## config.mk

```make
export PLATFORM = sky130hd
export DESIGN_NAME = tt_ternary_weight_loader
export DESIGN_NICKNAME = d
export VERILOG_FILES = /design/src/rtl/tt_ternary_weight_loader_pkg.sv /design/src/rtl/tt_ternary_weight_loader_unpack.sv /design/src/rtl/tt_ternary_weight_loader.sv
export SDC_FILE = /design/constraint.sdc
export NUM_CORES = 1
export LEC_CHECK = 0
export ABC_AREA = 1
export CORE_ASPECT_RATIO = 1.25
export CORE_MARGIN = 1.5
export CORE_UTILIZATION = 60
export DETAILED_ROUTE_END_ITERATION = 6
export PLACE_DENSITY = 0.86
export SYNTH_ARGS = -nofsm -noshare
export SYNTH_HDL_FRONTEND = slang
export SYNTH_SLANG_ARGS = --single-unit
```

## constraint.sdc

```tcl
create_clock -name clk -period 3.4 [get_ports clk]
set_input_delay 0.34 -clock clk [delete_from_list [all_inputs] [get_ports clk]]
set_output_delay 0.34 -clock clk [all_outputs]
set_load 0.005 [all_outputs]
```

## src/rtl/tt_ternary_weight_loader_pkg.sv

```systemverilog
// Shared ternary weight encoding and loader state constants; the multiplier
// imports the same encoding so both sides agree on what a 2-bit field means.
package tt_ternary_weight_loader_pkg;

    localparam logic [1:0] TERN_ZERO = 2'b00;
    localparam logic [1:0] TERN_POS  = 2'b01;
    localparam logic [1:0] TERN_NEG  = 2'b11;
    localparam logic [1:0] TERN_ILL  = 2'b10;

    localparam logic [1:0] IDLE = 2'd0;
    localparam logic [1:0] LOAD = 2'd1;
    localparam logic [1:0] PEND = 2'd2;

    // The illegal code is stored as zero so the multiplier never sees it.
    function automatic logic [1:0] tern_sanitise(input logic [1:0] f);
        return (f == TERN_ILL) ? TERN_ZERO : f;
    endfunction

endpackage

```

## src/rtl/tt_ternary_weight_loader_unpack.sv

```systemverilog
// Splits one packed weight byte into four sanitised 2-bit ternary fields and
// flags whether any field carried the illegal code.
module tern_byte_unpack
    import tt_ternary_weight_loader_pkg::*;
(
    input  logic [7:0] byte_in,
    output logic [7:0] fields,
    output logic       illegal
);

    always_comb begin
        fields  = '0;
        illegal = 1'b0;
        for (int i = 0; i < 4; i++) begin
            fields[i*2 +: 2] = tern_sanitise(byte_in[i*2 +: 2]);
            if (byte_in[i*2 +: 2] == TERN_ILL) illegal = 1'b1;
        end
    end

endmodule

```

## src/rtl/tt_ternary_weight_loader.sv

```systemverilog
// Deserialises packed ternary weights into a shadow bank and commits it to the
// active bank only on a multiplier frame boundary (or at once if none is active).
module tt_ternary_weight_loader
    import tt_ternary_weight_loader_pkg::*;
#(
    parameter int InLen  = 16,
    parameter int OutLen = 8
) (
    input  logic                       clk,
    input  logic                       rst_n,
    input  logic                       en,
    input  logic                       load_start,
    input  logic                       in_valid,
    input  logic [7:0]                 in_data,
    input  logic                       frame_boundary,
    output logic [InLen*OutLen*2-1:0]  w_flat,
    output logic                       weights_valid,
    output logic                       busy,
    output logic                       fmt_err
);

    localparam int NBYTES = InLen * OutLen / 4;
    localparam int CW     = (NBYTES > 1) ? $clog2(NBYTES) : 1;
    localparam int W      = InLen * OutLen * 2;
    localparam logic [CW-1:0] LAST = CW'(NBYTES - 1);

    logic [1:0]    state;
    logic [CW-1:0] cnt;
    logic [W-1:0]  shadow;
    logic [7:0]    fields;
    logic          illegal;

    tern_byte_unpack u_unpack (
        .byte_in (in_data),
        .fields  (fields),
        .illegal (illegal)
    );

    assign busy = (state != IDLE);

    // Byte k lands at bit k*8 of the shadow because OutLen is a multiple of 4.
    always_ff @(posedge clk or negedge rst_n) begin
        if (!rst_n) begin
            state         <= IDLE;
            cnt           <= '0;
            shadow        <= '0;
            w_flat        <= '0;
            weights_valid <= 1'b0;
            fmt_err       <= 1'b0;
        end else if (en) begin
            if (load_start) begin
                state   <= LOAD;
                cnt     <= '0;
                fmt_err <= 1'b0;
                if (in_valid) begin
                    shadow[7:0] <= fields;
                    cnt         <= CW'(1);
                    fmt_err     <= illegal;
                end
            end else begin
                case (state)
                    LOAD: begin
                        if (in_valid) begin
                            shadow[{cnt, 3'b000} +: 8] <= fields;
                            if (illegal) fmt_err <= 1'b1;
                            if (cnt == LAST) state <= PEND;
                            else             cnt   <= cnt + CW'(1);
                        end
                    end
                    PEND: begin
                        if (frame_boundary || !weights_valid) begin
                            w_flat        <= shadow;
                            weights_valid <= 1'b1;
                            state         <= IDLE;
                        end
                    end
                    default: ;
                endcase
            end
        end
    end

endmodule

```

==> flow_summary.yaml <==
timing:
  max_freq_mhz: 354
  rsz0062_at_grt: "no"
  setup_viol: 0
  hold_slack_ns: 0.401
  tns_ns: 0
  worst_slack_ns: 0.574
  period_share: 0.831
  post-route-min-period_ns: 2.83
  hold_viol_final: 0
  tightest_slew_ns: 0.958
  finClkSkew_ns: 0.0119
  slew_violations: 0
  maxSlewHeadroom: 0.362
clocking:
  cts_tree: "built"
  h-tree-depth: 2
  postCtsSetupBuffers: 0
  clkSinkCount: 521
  clock_latency_ns: 0.58
  cts_inserted_buffers: 48
  root_buffer: "clkbuf_16"
  clkTransAtPathRegs_ns: 0.07
  ctsResizeCount: 0
  holdBufCountCts: 1
  max-clock-path-buffers: 3
route:
  drt_iter0_drc: 1685
  drc_errors: 0
  route.antenna.remaining_nets: 0
  wl_um: 57100
  wire_per_inst_um: 18.2
  viasPerCell: 5.46
  drtPass1Iterations: 7
  num_vias: 17200
synthesis:
  yosysWarningCount: 0
  synth_cells: 2386
  seq_area_frac_synth: 0.618
  syn_nets: 2406
  synth.distinct_cells: 27
  avgSynthCellArea_um2: 8.84
  ys_ff_latch: 521
  netlist_area_um2: 21100
critical_path:
  required_ns: 3.86
  path_common_cell: "nand2_1"
  cp-start-kind: "register"
  max_stage_delay_ns: 0.56
  path_cells: "inv_1, ha_1, inv_1, nand2_1, nand2_1, nand3_1, nor2_2, nand2_1, nand2_1, o21ai_1"
  critical_path_peak_fanout: 14
  critPathKind: "register to register"
  cp_slowest_cell: "nor2_2"
  cp.arrival_ns: 3.28
  crit_path_end_kind: "register"
floorplanning:
  rows: 76
  core-area_um2: 34500
  die_w_um: 171
  num_io_pins: 273
  dieHeight_um: 213
  initial_utilization: 0.611
  die_area_um2: 36300
cells_and_area:
  area_growth_pct: 22.6
  utilization: 0.749
  drive_above_1_share: 0.0601
  fin_area_um2: 25900
  num-nets-final: 2660
  insertedDiodeCount: 0
  stdcell_count: 3145
power:
  p_sw_frac: 0.266
  p_seq_frac: 0.476
  ir_drop_uv: 319
  p_leak_nw: 12.1
  cellPowerDensity_nw_per_um2: 532
  combPwrFrac: 0.119
  finalPower_mw: 13.8
  p_clk_frac: 0.405
  p_sw_mw: 3.66
  p_int_mw: 10.1
global_routing:
  grt_max_degree: 261
  antenna_found_initial: 1
  grt_pass1_wl_um: 90500
  overflow: 0
  grt_pass1_vias: 17200
  grt_usage: 0.325
placed_design:
  dp_hpwl_um: 39600
  placed_cell_area_um2: 24200
  placed_cells: 3057
  io_buffers: 272
  dp_slack_ns: 0.658
  gp_congestion: 0.927
run_status:
  status: "finished, final reports clean"
worst_hold_path:
  hold_class: "input pin to asynchronous set/reset pin"
flow_run:
  cap_viol_max_count: 0
## area by class of cell
class                      instances  area, um^2
sequential                       521       13000
tap                              468         586
timing repair buffer             309        3100
fill                            2286        8650
inverter                         305        1140
clock buffer                      69        1420
clock inverter                    18         219
multi-input combinational       1455        6370
## placed cells by master (no fill, tap or decap), drive strengths merged
cell	synthesis	layout
nand2	908	908
dfrtp	521	521
o21ai	353	353
inv	304	307
clkdlybuf4s50	0	271
nor2	85	85
clkbuf	51	69
nand3	51	51
nand4	49	49
buf	54	37
clkinv	1	9
ha	6	6
bufinv	0	4
clkinvlp	0	3
or2	1	1
nor3b	1	1
a22o	1	1
dlygate4sd3	0	1
## power groups by stage
stage | Combinational [mW] | Clock, mW | Sequential (mW)
6_report | 1.64 | 5.57 | 6.55
3_5_place_dp | 1.60 | 0 | 6.65
5_1_grt | 1.80 | 5.83 | 6.56
4_1_cts | 1.61 | 5.60 | 6.54
2_1_floorplan | 0.946 | 0 | 6.62
3_3_place_gp | 1.53 | 0 | 6.64
## cells by family (layout without fill, tap and decap cells)
logic type      Yosys count  count (layout)  share of synthesized area
compound gates          354             354                     0.0852
flops                   521             521                      0.618
buf+inv                 410             701                     0.0802
simple gates           1095            1095                      0.213
fa+ha+maj                 6               6                    0.00356
## worst max-delay path: cells and delay by family (launching register included)
| kind | cells | cell delay, ns |
|---|---|---|
| fa+ha+maj | 1 | 0.28 |
| simple gates | 6 | 1.65 |
| compound gates | 1 | 0.07 |
| flops | 1 | 0.48 |
| buf+inv | 2 | 0.22 |
## sequential cells by signal (all words and copies together), names as in the netlist
| name | cells |
|---|---|
| shadow | 256 |
| w_flat | 256 |
| weights_valid | 1 |
| fmt_err | 1 |
| state | 2 |
| cnt | 5 |
## cells in the mapped netlist
| master | number | area, um^2 |
|---|---|---|
| nand3_1 | 49 | 245 |
| nand3_4 | 2 | 35.0 |
| inv_1 | 301 | 1130 |
| inv_2 | 3 | 11.3 |
| or2_2 | 1 | 6.26 |
| nand2_1 | 893 | 3350 |
| clkinv_1 | 1 | 3.75 |
| nor3b_1 | 1 | 7.51 |
| ha_1 | 6 | 75.1 |
| o21ai_1 | 27 | 135 |
| o21ai_2 | 6 | 52.6 |
| dfrtp_1 | 521 | 13000 |
| buf_2 | 35 | 175 |
| nor2_1 | 67 | 251 |
| nand2_4 | 2 | 22.5 |
| buf_8 | 2 | 30.0 |
| buf_1 | 2 | 7.51 |
| nand4_1 | 49 | 307 |
| nor2_4 | 12 | 135 |
| nor2_2 | 5 | 31.3 |
| clkbuf_1 | 51 | 191 |
| o21ai_0 | 320 | 1600 |
| a22o_1 | 1 | 8.76 |
| buf_4 | 7 | 52.6 |
| nor2_8 | 1 | 20.0 |
| buf_6 | 8 | 90.1 |
| nand2_2 | 13 | 81.3 |
## per-layer routing
metal / vias to the layer above / track usage / part of all wire
met5: - / 0 / 0.00014
met4: 2 / 0.175 / 0.055
met3: 177 / 0.0519 / 0.073
met2: 791 / 0.528 / 0.48
met1: 8319 / 0.421 / 0.39
li1: 7876 / - / -
## worst paths after layout
kind | from | endpoint | slack (ns) | depth (start not counted)
hold reg to reg | shadow[224]$_DFFE_PN0P_ | shadow[224]$_DFFE_PN0P_ | 0.48 | 2
min in group clk | shadow[224]$_DFFE_PN0P_ | shadow[224]$_DFFE_PN0P_ | 0.48 | 2
hold / removal | rst_n | w_flat[47]$_DFFE_PN0P_ | 0.40 | 2
setup reg to reg | cnt[1]$_DFFE_PN0P_ | shadow[103]$_DFFE_PN0P_ | 0.57 | 10
setup / recovery | cnt[1]$_DFFE_PN0P_ | shadow[103]$_DFFE_PN0P_ | 0.57 | 10
max in group asynchronous | rst_n | w_flat[171]$_DFFE_PN0P_ | 1.94 | 3
No activity file was read; power rests on OpenSTA's default activity.
==> RTL change 1 (same flow settings) <==
`OutLen`: 8 -> 16. Comments in the files are not updated.
--- a/src/rtl/tt_ternary_weight_loader.sv
+++ b/src/rtl/tt_ternary_weight_loader.sv
@@ -4,7 +4,7 @@
     import tt_ternary_weight_loader_pkg::*;
 #(
     parameter int InLen  = 16,
-    parameter int OutLen = 8
+    parameter int OutLen = 16
 ) (
     input  logic                       clk,
     input  logic                       rst_n,
Ports: changed (resized w_flat); port bits go from 273 to 529. No check against the original RTL was run, so the function may have changed too.
==> RTL change 1 against the original RTL <==
  * Fmax shrank 11%
  * Power grew 110%
  * Area after synthesis is 92% higher
  * Utilization is 0.26 points higher
  * First-iteration DRC count increased by 53%
  * Setup slack got worse by 0.36 ns
  * Routed wire length rose by 110%
  * Final area rose by 94%
  * Die area up 91%
  * Hold slack lost 0.27 ns
  * Sequential cell count grew 513
  * Critical path type unchanged
==> RTL change 1: results (changes against the original RTL) <==
metric;value;unit;change
outcome;finished clean;;
Post-CTS Setup Bufs;0;;unchanged
Synth Flop Type;dfrtp_1;;
share of layout cells above drive strength 1;0.2010;;+0.1409
Tot GR Track Use;0.3463;;+0.02168
Hold Path Origin;in_data[6];;
reg2reg start;cnt[0];;
first-pass GRT wire length;182000;microns;+100%
Rel. slew slack;0.2693;;-0.09232
Hold WC Path Type;primary input to flop;;
Cell variety after synth;35;;+30%
drt total wl;119400;microns;+110%
PostCTS Resize Cnt;0;;unchanged
register clock-pin slew on the reported worst setup and hold paths;0.06;ns;
worst-path maximum fanout;46;;+32
Final Skew;0.01742;ns;+0.005539 ns
Root Driver;clkbuf_16;;
vias in the first global route;30350;;+77%
top cells by count, synth;1,034 x dfrtp_1, 940 x nand2_1, 475 x mux2_2, 298 x o21ai_0, 159 x nand4_1;;
largest net degree at the start of global routing;175;;-33%
clock buffer depth;3;;unchanged
TritonRoute pass-1 iters;5;;-2
Worst-Skew Late Latency;0.66;ns;+0.08 ns
diodes inserted;0;;unchanged
vias per std cell;5.950;;+9.0%
initial antenna violation count;0;;-1
Avg WL per Cell;23.99;microns;+32%
average size of a mapped cell;11.54;sq um;+31%
Peak VDD IR;0.0005896;V;+85%
Yosys warnings;0;;unchanged
Hold-fix buffers, CTS;1;;unchanged
H-tree levels;3;;+1
Num CTS Buffers;97;;+100%
Seq/Total Area, Yosys;0.6377;;+0.01971
Synth area leaders;dfrtp_1 64%, mux2_2 13%, nand2_1 8.7%;;
Syn Nets;3534;;+47%
DP HPWL;80120;microns;+100%
WS Path Type;flop to flop;;
IO Port Bufs;528;;+94%
largest registers;shadow (512), w_flat (512), cnt (6);;
WP data arrival;3.71;ns;+0.43 ns
leakage dissipation;24.58;nW;+100%
routability cong.;0.8891;;-4.1%
Async SR Flop Fraction;1.000;;unchanged
# placed instances;4797;;+57%
setup slack at placement;0.2821;ns;-0.3756 ns
nets@finish;4051;;+52%
DR iter-0 viols;2574;;+53%
[RTL change 1: logic make-up (layout without fill, tap and decap cells)]
kind of cell	count (synthesis)	after routing	synth area share
AO/OA/AOI/OAI	366	366	0.04632
XOR/XNOR	1	1	0.0002159
flip-flops	1034	1034	0.6377
adder cells (fa/ha/maj)	4	4	0.001234
multiplexers	475	475	0.1318
AND/OR/NAND/NOR	1323	1323	0.1464
buffers and inverters	313	911	0.03633
[RTL change 1: layout make-up]
| cell class | count | area (sq um) |
|---|---|---|
| Fill cell | 4241 | 16570 |
| Clock buffer | 130 | 2784 |
| Clock inverter | 50 | 609.3 |
| Sequential cell | 1034 | 25870 |
| Inverter | 121 | 456.7 |
| Tap cell | 864 | 1081 |
| Multi-Input combinational cell | 2169 | 13230 |
| Timing Repair Buffer | 610 | 6238 |
[RTL change 1: layer usage]
metal,track usage,wire (microns),vias up
met3,0.08640,9812,375
met5,0,0,-
met1,0.4318,45280,15090
met2,0.5540,56940,1364
met4,0.2016,7384,0
li1,-,-,12790
[RTL change 1: worst paths after layout]
check                               to  slack [ns]  cells past startpoint
max                        shadow[325]        0.22                     12
min                        shadow[502]        0.13                      3
max reg2reg                shadow[325]        0.22                     12
min reg2reg                shadow[384]        0.47                      2
max in group asynchronous  shadow[397]        1.91                      4
min in group asynchronous  w_flat[111]        0.34                      2
[RTL change 1: where the power goes]
group          total [mW]  leakage, nW  switching (mW)  internal, mW
logic                4.10         8.75            2.77          1.33
registers            13.3         14.2           0.418          12.9
clock network        11.4         1.66            4.80          6.62
[RTL change 1: worst max-delay path: stages (launching register included)]
cell and delay, ns:
dfrtp_1 0.58, inv_2 0.22, ha_1 0.29, inv_1 0.10
nor2_1 0.06, nand3_1 0.10, nand2_2 0.13, a21oi_4 0.60
buf_12 0.23, buf_12 0.23, nand3_2 0.23, nand2_1 0.17
nand2_1 0.09
[RTL change 1: through the flow]
step	util	cell area, sq um	power, mW
final	0.7521	50280	28.83
after floorplan	-	40580	15.42
after global placement	0.7012	46870	17.40
after global routing	0.7521	50280	29.73
after CTS	0.7521	50280	28.87
after detailed placement	0.7012	46870	17.50
==> RTL change 2 (same settings) <==
Without the edit above. Put a register stage on the output `busy`, cleared by the reset. The value now appears one clock later. The other outputs are not delayed to match.
--- a/src/rtl/tt_ternary_weight_loader.sv
+++ b/src/rtl/tt_ternary_weight_loader.sv
@@ -36,7 +36,13 @@
         .illegal (illegal)
     );
 
-    assign busy = (state != IDLE);
+    always_ff @(posedge clk or negedge rst_n) begin
+        if (!rst_n) begin
+            busy <= '0;
+        end else begin
+            busy <= (state != IDLE);
+        end
+    end
 
     // Byte k lands at bit k*8 of the shadow because OutLen is a multiple of 4.
     always_ff @(posedge clk or negedge rst_n) begin
Check against the original RTL: not settled (the Yosys comparison gave no result); the edit may change what the design does.
==> RTL change 2 against the original RTL <==
  * Routed wire length is 1.5% higher
  * Power up 0.24%
  * Area after synthesis is 0.12% higher
  * Setup slack lost 0.12 ns
  * Synthesized cell count barely moved
  * Largest cell class unchanged
  * Sequential cell count up 1
  * Utilization is 0.20 points lower
  * Final area hardly changed
==> RTL change 2: results (changes against the original RTL) <==
metric;value;unit;change
routability cong.;0.9841;;+6.1%
Hold-fix buffers, CTS;1;;unchanged
DP HPWL;39570;microns;about the same
worst-path maximum fanout;20;;+6
fill cell count;2313;;+1.2%
final setup margin;0.4573;ns;-0.1164 ns
Peak VDD IR;0.0003759;V;+18%
DR iter-0 viols;1915;;+14%
TritonRoute pass-1 iters;6;;-1
register clock-pin slew on the reported worst setup and hold paths;0.07;ns;about the same
top cells by count, synth;893 x nand2_1, 522 x dfrtp_1, 320 x o21ai_0, 301 x inv_1, 67 x nor2_1;;
Plain + repair buffers;304;;-1.6%
H-tree levels;2;;unchanged
# placed instances;3053;;-0.13%
clock buffers;70;;+1.4%
share of layout cells above drive strength 1;0.05757;;-0.002572
Tot GR Track Use;0.3281;;+0.003527
Non-clock buffering overhead;0.1192;;-0.0004891
FFs & Latches;522;;+0.19%
Synth area leaders;dfrtp_1 62%, nand2_1 16%, o21ai_0 7.6%;;
Area after DPL;24230;sq um;about the same
Hold WC Path Type;primary input to async pin;;
initial antenna violation count;0;;-1
vias in the first global route;17190;;+0.19%
power per cell area;532.9;nW/um^2;+0.23%
WHS;0.3761;ns;-0.02496 ns
drt total wl;57930;microns;+1.5%
Root Driver;clkbuf_16;;
Clock Network Area Fraction;0.06297;;-0.0004380
slowest CP cell;nor2_1;;
Seq/Total Area, Yosys;0.6184;;about the same
WP data arrival;3.45;ns;+0.17 ns
final std cells w/o fill;3143;;-0.064%
Clock power frac;0.404;;about the same
Seq area share;0.5049;;+0.0009429
largest net degree at the start of global routing;129;;-51%
Rel. slew slack;0.4436;;+0.08198
leakage dissipation;12.07;nW;about the same
vias per std cell;5.530;;+1.3%
Syn Nets;2407;;+0.042%
outcome;finished clean;;
first-pass GRT wire length;92030;microns;+1.7%
Final Skew;0.01075;ns;-0.001135 ns
PostCTS Resize Cnt;0;;unchanged
Cell variety after synth;27;;unchanged
Synth-to-Final Area Change;22.49;%;
grt ovf;0;;unchanged
Crit path largest cell delay;0.49;ns;-0.07 ns
setup slack at placement;0.6486;ns;-0.009071 ns
nets@finish;2656;;-0.15%
average size of a mapped cell;8.849;sq um;about the same
Internal Pwr Total;10.12;mW;+0.24%
Core ar.;34610;sq um;+0.28%
RTL change 2: changes by cell type after synthesis, sizes merged:
cell	unedited run	this run
dfrtp	521	522
RTL change 2: layer usage:
layer / GRT usage / routed length, microns
met3: 0.05412 / 4610
met4: 0.1509 / 2560
met5: 0 / 0
met2: 0.5416 / 28510
met1: 0.4291 / 22240
RTL change 2: worst paths after layout:
kind                                   from          end  cells past startpoint
worst min register to register  shadow[129]  shadow[129]                      2
worst max-delay path                 cnt[1]  shadow[245]                     11
worst max register to register       cnt[1]  shadow[245]                     11
min in group clk                shadow[129]  shadow[129]                      2
max in group asynchronous             rst_n  shadow[136]                      3
worst min-delay path                  rst_n  w_flat[104]                      2
RTL change 2: kinds of logic (layout without fill, tap and decap cells):
kind of cell             Yosys count  count (layout)  share of synthesized area
adder cells (fa/ha/maj)            6               6                   0.003554
AND/OR/NAND/NOR                 1095            1095                     0.2128
AO/OA/AOI/OAI                    354             354                    0.08513
buffers and inverters            410             698                    0.08009
flip-flops                       522             522                     0.6184
